**src/rtl/cnn_pkg.sv**
```systemverilog
// Shared CNN definitions: default widths, dense-layer size and the
// dense_feeder state encoding.
package cnn_pkg;

    localparam int CNN_DATA_W   = 8;
    localparam int CNN_ADDR_W   = 10;
    localparam int CNN_NUM_ELEM = 507;

    localparam logic [2:0] FEED_IDLE   = 3'd0;
    localparam logic [2:0] FEED_CLR    = 3'd1;
    localparam logic [2:0] FEED_FETCH  = 3'd2;
    localparam logic [2:0] FEED_STROBE = 3'd3;
    localparam logic [2:0] FEED_RUN    = 3'd4;
    localparam logic [2:0] FEED_TERM   = 3'd5;
    localparam logic [2:0] FEED_WAITQ  = 3'd6;
    localparam logic [2:0] FEED_FIN    = 3'd7;

    typedef enum logic [2:0] {
        S_IDLE   = FEED_IDLE,
        S_CLR    = FEED_CLR,
        S_FETCH  = FEED_FETCH,
        S_STROBE = FEED_STROBE,
        S_RUN    = FEED_RUN,
        S_TERM   = FEED_TERM,
        S_WAITQ  = FEED_WAITQ,
        S_FIN    = FEED_FIN
    } feeder_state_t;

endpackage

```
**src/rtl/slot_timer.sv**
```systemverilog
// Loadable down-counter with a zero flag; parks at zero until reloaded.
module slot_timer #(
    parameter int W = 8
) (
    input  logic         clk,
    input  logic         rst,
    input  logic         load,
    input  logic [W-1:0] load_val,
    output logic         zero
);

    logic [W-1:0] cnt_reg;

    always_ff @(posedge clk) begin
        if (rst) begin
            cnt_reg <= '0;
        end else if (load) begin
            cnt_reg <= load_val;
        end else if (cnt_reg != '0) begin
            cnt_reg <= cnt_reg - 1'b1;
        end
    end

    assign zero = (cnt_reg == '0);

endmodule

```
**src/rtl/dense_feeder.sv**
```systemverilog
// Sequences feature/weight pairs into the dense layer, appends a zero-valued
// terminal slot, then waits (bounded) for the quantised neuron result.
module dense_feeder
    import cnn_pkg::*;
#(
    parameter int NUM_ELEM   = CNN_NUM_ELEM,
    parameter int ADDR_W     = CNN_ADDR_W,
    parameter int DATA_W     = CNN_DATA_W,
    parameter int RUN_CYCLES = 4,
    parameter int TIMEOUT    = 64
) (
    input  logic              clk,
    input  logic              rst,
    input  logic              start,
    output logic              busy,
    output logic [ADDR_W-1:0] mem_addr,
    input  logic [DATA_W-1:0] mem_feat,
    input  logic [DATA_W-1:0] mem_wgt,
    output logic              dense_rst,
    output logic              dense_en,
    output logic              dense_div,
    output logic [ADDR_W-1:0] pos_memory,
    output logic [DATA_W-1:0] idata_max,
    output logic [DATA_W-1:0] idata_weight,
    input  logic              quant_ok,
    input  logic [DATA_W-1:0] num_dens,
    output logic [DATA_W-1:0] result,
    output logic              done,
    output logic              err
);

    localparam int CNT_MAX = (RUN_CYCLES > TIMEOUT) ? RUN_CYCLES : TIMEOUT;
    localparam int CNT_W   = $clog2(CNT_MAX + 1);

    localparam logic [CNT_W-1:0]  RUN_LOAD  = CNT_W'(RUN_CYCLES - 1);
    localparam logic [CNT_W-1:0]  WAIT_LOAD = CNT_W'(TIMEOUT - 1);
    localparam logic [ADDR_W-1:0] LAST_ELEM = ADDR_W'(NUM_ELEM - 1);
    localparam logic [ADDR_W-1:0] TERM_POS  = ADDR_W'(NUM_ELEM + 1);

    generate
        if ((NUM_ELEM + 1) >= (1 << ADDR_W)) begin : g_bad_addr_w
            $error("dense_feeder: NUM_ELEM+1 does not fit in ADDR_W bits");
        end
        if (RUN_CYCLES < 1 || TIMEOUT < 1 || NUM_ELEM < 1) begin : g_bad_params
            $error("dense_feeder: NUM_ELEM, RUN_CYCLES and TIMEOUT must be >= 1");
        end
    endgenerate

    feeder_state_t     state_reg;
    logic [ADDR_W-1:0] elem_reg;
    logic              term_armed_reg;

    // Timer 0 paces the hold cycles of each slot, timer 1 bounds the result wait.
    logic [1:0] tmr_load;
    logic [1:0] tmr_zero;

    always_comb begin
        tmr_load    = '0;
        tmr_load[0] = dense_div;
        tmr_load[1] = (state_reg == S_TERM) && term_armed_reg && !dense_div && tmr_zero[0];
    end

    generate
        for (genvar gi = 0; gi < 2; gi++) begin : g_timer
            slot_timer #(
                .W(CNT_W)
            ) u_timer (
                .clk      (clk),
                .rst      (rst),
                .load     (tmr_load[gi]),
                .load_val ((gi == 0) ? RUN_LOAD : WAIT_LOAD),
                .zero     (tmr_zero[gi])
            );
        end
    endgenerate

    always_ff @(posedge clk) begin
        if (rst) begin
            state_reg      <= S_IDLE;
            elem_reg       <= '0;
            term_armed_reg <= 1'b0;
            busy           <= 1'b0;
            mem_addr       <= '0;
            dense_rst      <= 1'b0;
            dense_en       <= 1'b0;
            dense_div      <= 1'b0;
            pos_memory     <= '0;
            idata_max      <= '0;
            idata_weight   <= '0;
            result         <= '0;
            done           <= 1'b0;
            err            <= 1'b0;
        end else begin
            done <= 1'b0;
            err  <= 1'b0;
            case (state_reg)
                S_IDLE: begin
                    if (start) begin
                        state_reg <= S_CLR;
                        busy      <= 1'b1;
                        elem_reg  <= '0;
                        dense_rst <= 1'b1;
                        dense_en  <= 1'b0;
                    end
                end
                S_CLR: begin
                    dense_rst <= 1'b0;
                    dense_en  <= 1'b1;
                    mem_addr  <= elem_reg;
                    state_reg <= S_FETCH;
                end
                S_FETCH: begin
                    dense_div <= 1'b1;
                    state_reg <= S_STROBE;
                end
                S_STROBE: begin
                    // Memory data for mem_addr has arrived; it stays put for the whole hold.
                    dense_div    <= 1'b0;
                    idata_max    <= mem_feat;
                    idata_weight <= mem_wgt;
                    pos_memory   <= elem_reg + 1'b1;
                    state_reg    <= S_RUN;
                end
                S_RUN: begin
                    if (tmr_zero[0]) begin
                        if (elem_reg == LAST_ELEM) begin
                            state_reg      <= S_TERM;
                            term_armed_reg <= 1'b0;
                            idata_max      <= '0;
                            idata_weight   <= '0;
                            pos_memory     <= TERM_POS;
                        end else begin
                            elem_reg  <= elem_reg + 1'b1;
                            mem_addr  <= elem_reg + 1'b1;
                            state_reg <= S_FETCH;
                        end
                    end
                end
                S_TERM: begin
                    // Same slot shape as a data slot: lead-in, strobe, then the holds.
                    if (!term_armed_reg) begin
                        term_armed_reg <= 1'b1;
                        dense_div      <= 1'b1;
                    end else if (dense_div) begin
                        dense_div <= 1'b0;
                    end else if (tmr_zero[0]) begin
                        state_reg <= S_WAITQ;
                    end
                end
                S_WAITQ: begin
                    if (quant_ok) begin
                        result    <= num_dens;
                        done      <= 1'b1;
                        busy      <= 1'b0;
                        dense_en  <= 1'b0;
                        state_reg <= S_FIN;
                    end else if (tmr_zero[1]) begin
                        err       <= 1'b1;
                        busy      <= 1'b0;
                        dense_en  <= 1'b0;
                        state_reg <= S_IDLE;
                    end
                end
                S_FIN: begin
                    state_reg <= S_IDLE;
                end
                default: begin
                    state_reg <= S_IDLE;
                end
            endcase
        end
    end

endmodule

```
**config.mk**
```make
export PLATFORM = sky130hd
export DESIGN_NAME = dense_feeder
export DESIGN_NICKNAME = d
export VERILOG_FILES = /design/src/rtl/cnn_pkg.sv /design/src/rtl/slot_timer.sv /design/src/rtl/dense_feeder.sv
export SDC_FILE = /design/constraint.sdc
export NUM_CORES = 1
export LEC_CHECK = 0
export BUFFER_PORTS_ARGS = -buffer_cell sky130_fd_sc_hd__buf_4
export CAP_MARGIN = 20
export CORE_AREA = 3 3 130 107
export CTS_CLUSTER_DIAMETER = 100
export DETAILED_ROUTE_END_ITERATION = 10
export DIE_AREA = 0 0 133 110
export HOLD_SLACK_MARGIN = 0.05
export PLACE_DENSITY = 0.59
export SYNTH_ARGS = -nofsm -noshare
export SYNTH_HDL_FRONTEND = slang
export SYNTH_SLANG_ARGS = --single-unit
```
**constraint.sdc**
```tcl
create_clock -name clk -period 6.55 [get_ports clk]
set_input_delay 0.3275 -clock clk [delete_from_list [all_inputs] [get_ports clk]]
set_output_delay 0.3275 -clock clk [all_outputs]
set_load 0.01 [all_outputs]
```
==> impl_summary.txt <==
----------------------------------------------------
[Logic synthesis]
  Primary flip-flop cell chosen by synthesis mapping ... dfxtp_1
  Complex-gate fraction of the synthesized area ... approximately a fifth
  Share of synthesized cell area in and, or, nand and nor gates ... a little under a quarter
  Sequential element share of the synthesized area ... 41.4%
  Net Count, Synth ... a little under 500
  Cell count after synthesis ... roughly 460
  Fraction of synthesized cell area taken by the top area cell type ... 41.4%
  Fraction of the mapped netlist area in adder cells ... roughly 2.3%
  Post-synthesis instance area ... around 0.0038 mm²
  Number of warnings issued by yosys ... 0
  Mux contribution to synthesized area ... approximately 1.6%
  Combinational family with the most area after synthesis ... simple AND/OR/NAND/NOR gates
  Syn avg cell area ... approximately 8.3 µm²
  Number of register bits inferred by synthesis ... 78
  Area contributors post-synth ... dfxtp_1 (41%), nand2_1 (7.7%), a21oi_1 (4.4%), a31oi_1 (4.3%), nand3_1 (3.6%)
  Post-synth cell types ... a little under 60
  Share of the synthesized netlist area taken by xor and xnor gates ... under 10%
  Fraction of synthesis flops using an asynchronous set or reset pin ... 0%
  EDFF count, synth ... 0
  Cell type with the highest aggregate area in the netlist ... dfxtp_1

[Placed design]
  DP Wirelength ... approximately 7200 µm
  Routability congestion estimate ... ~0.9
  Number of placed instances with taps included ... 675
  DP Worst Slack ... between 3 and 4 ns
  Cell area reported after detailed placement ... 0.00444 mm²
  Count of input and output buffers ... just under 80

[Global routing]
  All-Layer GR Usage ... roughly 14%
  Pin count of the biggest net entering global routing ... 62
  Antenna violations before repair ... 0
  First-pass GRT wire length ... 17200 µm
  Via count of the first global-routing pass ... 3349
  Remaining Overflow, GRT ... 0

[Worst hold path]
  Hold crit path type ... input port to flip-flop
  Hold path cells ... 3
  Min-delay src ... num_dens[0]

[Clocking]
  Post CTS Setup Buffer Count ... 0
  CTS tree ... yes
  Deepest clock path buffer count ... 2
  Clock transition at path regs ... roughly 0.06 ns
  Post-cts gate resize count ... 0
  Hold buffer count at cts ... 0
  Number of buffers created by CTS ... 9
  Clock sink total ... between 70 and 80
  Clk Latency, worst-skew pair ... 0.33 ns
  Clock root cell ... clkbuf_16
  # H-tree levels ... 3

[Finish]
  P&R area growth vs syn ... 24.8%
  Post-route non-filler standard cell count ... roughly 690
  Number of diodes added for antenna fixing ... 0
  Core Util, Final ... roughly 37%
  Top library cells by usage in the layout, fill and taps aside ... buf_4 (79), dfxtp_1 (78), nand2_1 (77), a21oi_1 (33), nand3_1 (27)
  Post-layout nets ... 547
  Max FFs per register ... 14
  Fill count ... approximately 1300
  Most common library cell in the layout ignoring fill and taps ... buf_4
  Post-layout instance area ... between 0.004 and 0.005 mm²
  Share of final-layout standard cells stronger than drive strength 1 ... between 20% and 30%

[Drt]
  Via count of the routed design ... ~3600
  Vias per cell ... roughly 5.2
  Final WL ... 10200 µm
  Post-detailed-route DRC marker count ... 0
  DRT Pass-1 Iters ... 5
  DR iter-0 viols ... 327
  Antenna-violating nets left ... 0
  Routed length per placed instance ... between 10 and 15 µm

[Critical path]
  Type of element launching the critical path ... flip-flop
  Critical path fanouts, max ... 20
  Depth of the worst register-to-register path ... 4
  Setup crit end kind ... flip-flop
  Setup CP Type ... flip-flop to flip-flop
  Worst endpoint data arrival time ... ~3.3 ns
  WP data required ... around 7 ns
  Worst Setup SP ... state_reg[2]
  Worst R2R Setup Slack ... roughly 3.5 ns
  Crit Reg-Reg Startpoint ... state_reg[2]

[Power and ir drop]
  Total power consumption of the routed design ... 1.59 mW
  Total power per unit cell area ... ~340 mW/mm²
  Reported leakage power ... ~1.7 nW
  Max IR drop VDD ... between 0.15 and 0.2 mV

[Timing]
  Setup violations, final ... 0
  Setup skew after layout ... approximately 0.0078 ns
  Min Clock Period, post-route ... between 3 and 4 ns
  RSZ-0062 raised after global routing ... no
  Relative slew slack ... between 30% and 40%
  Slack of the critical path ... roughly 3.5 ns
  Slew at the pin closest to its max-slew limit ... 0.974 ns
  Fmax ... approximately 330 MHz
  Pins Over Slew Limit ... 0
  Period utilisation layout ... a little under half
  Hold Slack ... roughly 0.24 ns
  Hold Vio Cnt, Final ... 0
  Fin Setup TNS ... 0 ns

[Floorplanning]
  Area of the core region ... ~0.013 mm²
  Top-Level Pins ... 78
  Height of the die ... between 100 and 150 µm
  Initial core utilization ... roughly 30%
  Die footprint ... 0.0146 mm²
  Std-Cell Rows ... 37
  Die width ... around 130 µm

[Run]
  Max cap viols ... 0

[Status]
  Outcome ... finished clean

----------------------------------------------------
## layer usage
| layer | global-route usage (%) | up-vias | wire, µm |
|---|---|---|---|
| li1 | - | 1770 | - |
| met1 | 20.8 | 1687 | 4940 |
| met2 | 20.7 | 121 | 4350 |
| met3 | 4.45 | 8 | 866 |
| met4 | 3.71 | 0 | 94 |
| met5 | 0 | - | 0 |
## report_power, final
part           switching (mW)  internal (mW)
clock                   0.193          0.253
combinational           0.294          0.226
sequential             0.0737          0.551
total                   0.560           1.03
## worst max-delay path, stage by stage (launching register included)
cell and delay (ns):
dfxtp_1 0.64, or3b_1 0.72, or4_1 0.98, a21oi_4 0.37, mux2i_1 0.22
## final cells by class
cell class                      instances  area [µm²]  share of cell area (%)
Inverter                               13        48.8                    1.04
Clock buffer                            9         225                    4.78
Sequential cell                        78        1560                    33.1
Clock inverter                          6        40.0                   0.850
Tap cell                              175         219                    4.65
Multi-Input combinational cell        330        2020                    42.8
Timing Repair Buffer                   80         598                    12.7
## synthesized netlist by cell type (2+ instances only)
cell type	number
xnor2_1	11
nand3_1	27
o21ai_1	4
nand4_1	6
o31a_1	2
o21a_1	2
dfxtp_1	78
or2_2	5
or3_1	2
a221oi_1	5
mux2i_1	5
o311a_1	3
inv_1	11
nor2_1	18
a31oi_1	26
a21oi_1	33
ha_1	7
or4_1	5
buf_2	5
o32ai_1	2
nand3b_1	3
and4_1	4
nand2b_1	5
o21ai_0	11
nor3b_1	2
nand2_1	77
a211oi_1	7
buf_1	2
nor4_1	4
clkbuf_1	25
o221a_1	4
xor2_1	8
nor2b_1	4
nor3_1	9
o41ai_1	4
o211ai_1	7
## path summary, 6_finish.rpt
kind / to
worst max register to register: pos_memory[0]
worst min-delay path: result[0]
worst max-delay path: pos_memory[0]
worst min register to register: result[0]
## logic make-up after synthesis
logic type      after synthesis
compound gates              119
fa+ha+maj                     7
mux                           6
flops                        78
buf+inv                      47
simple gates                179
xor+xnor                     19
Power figures use the tool's default switching activity.
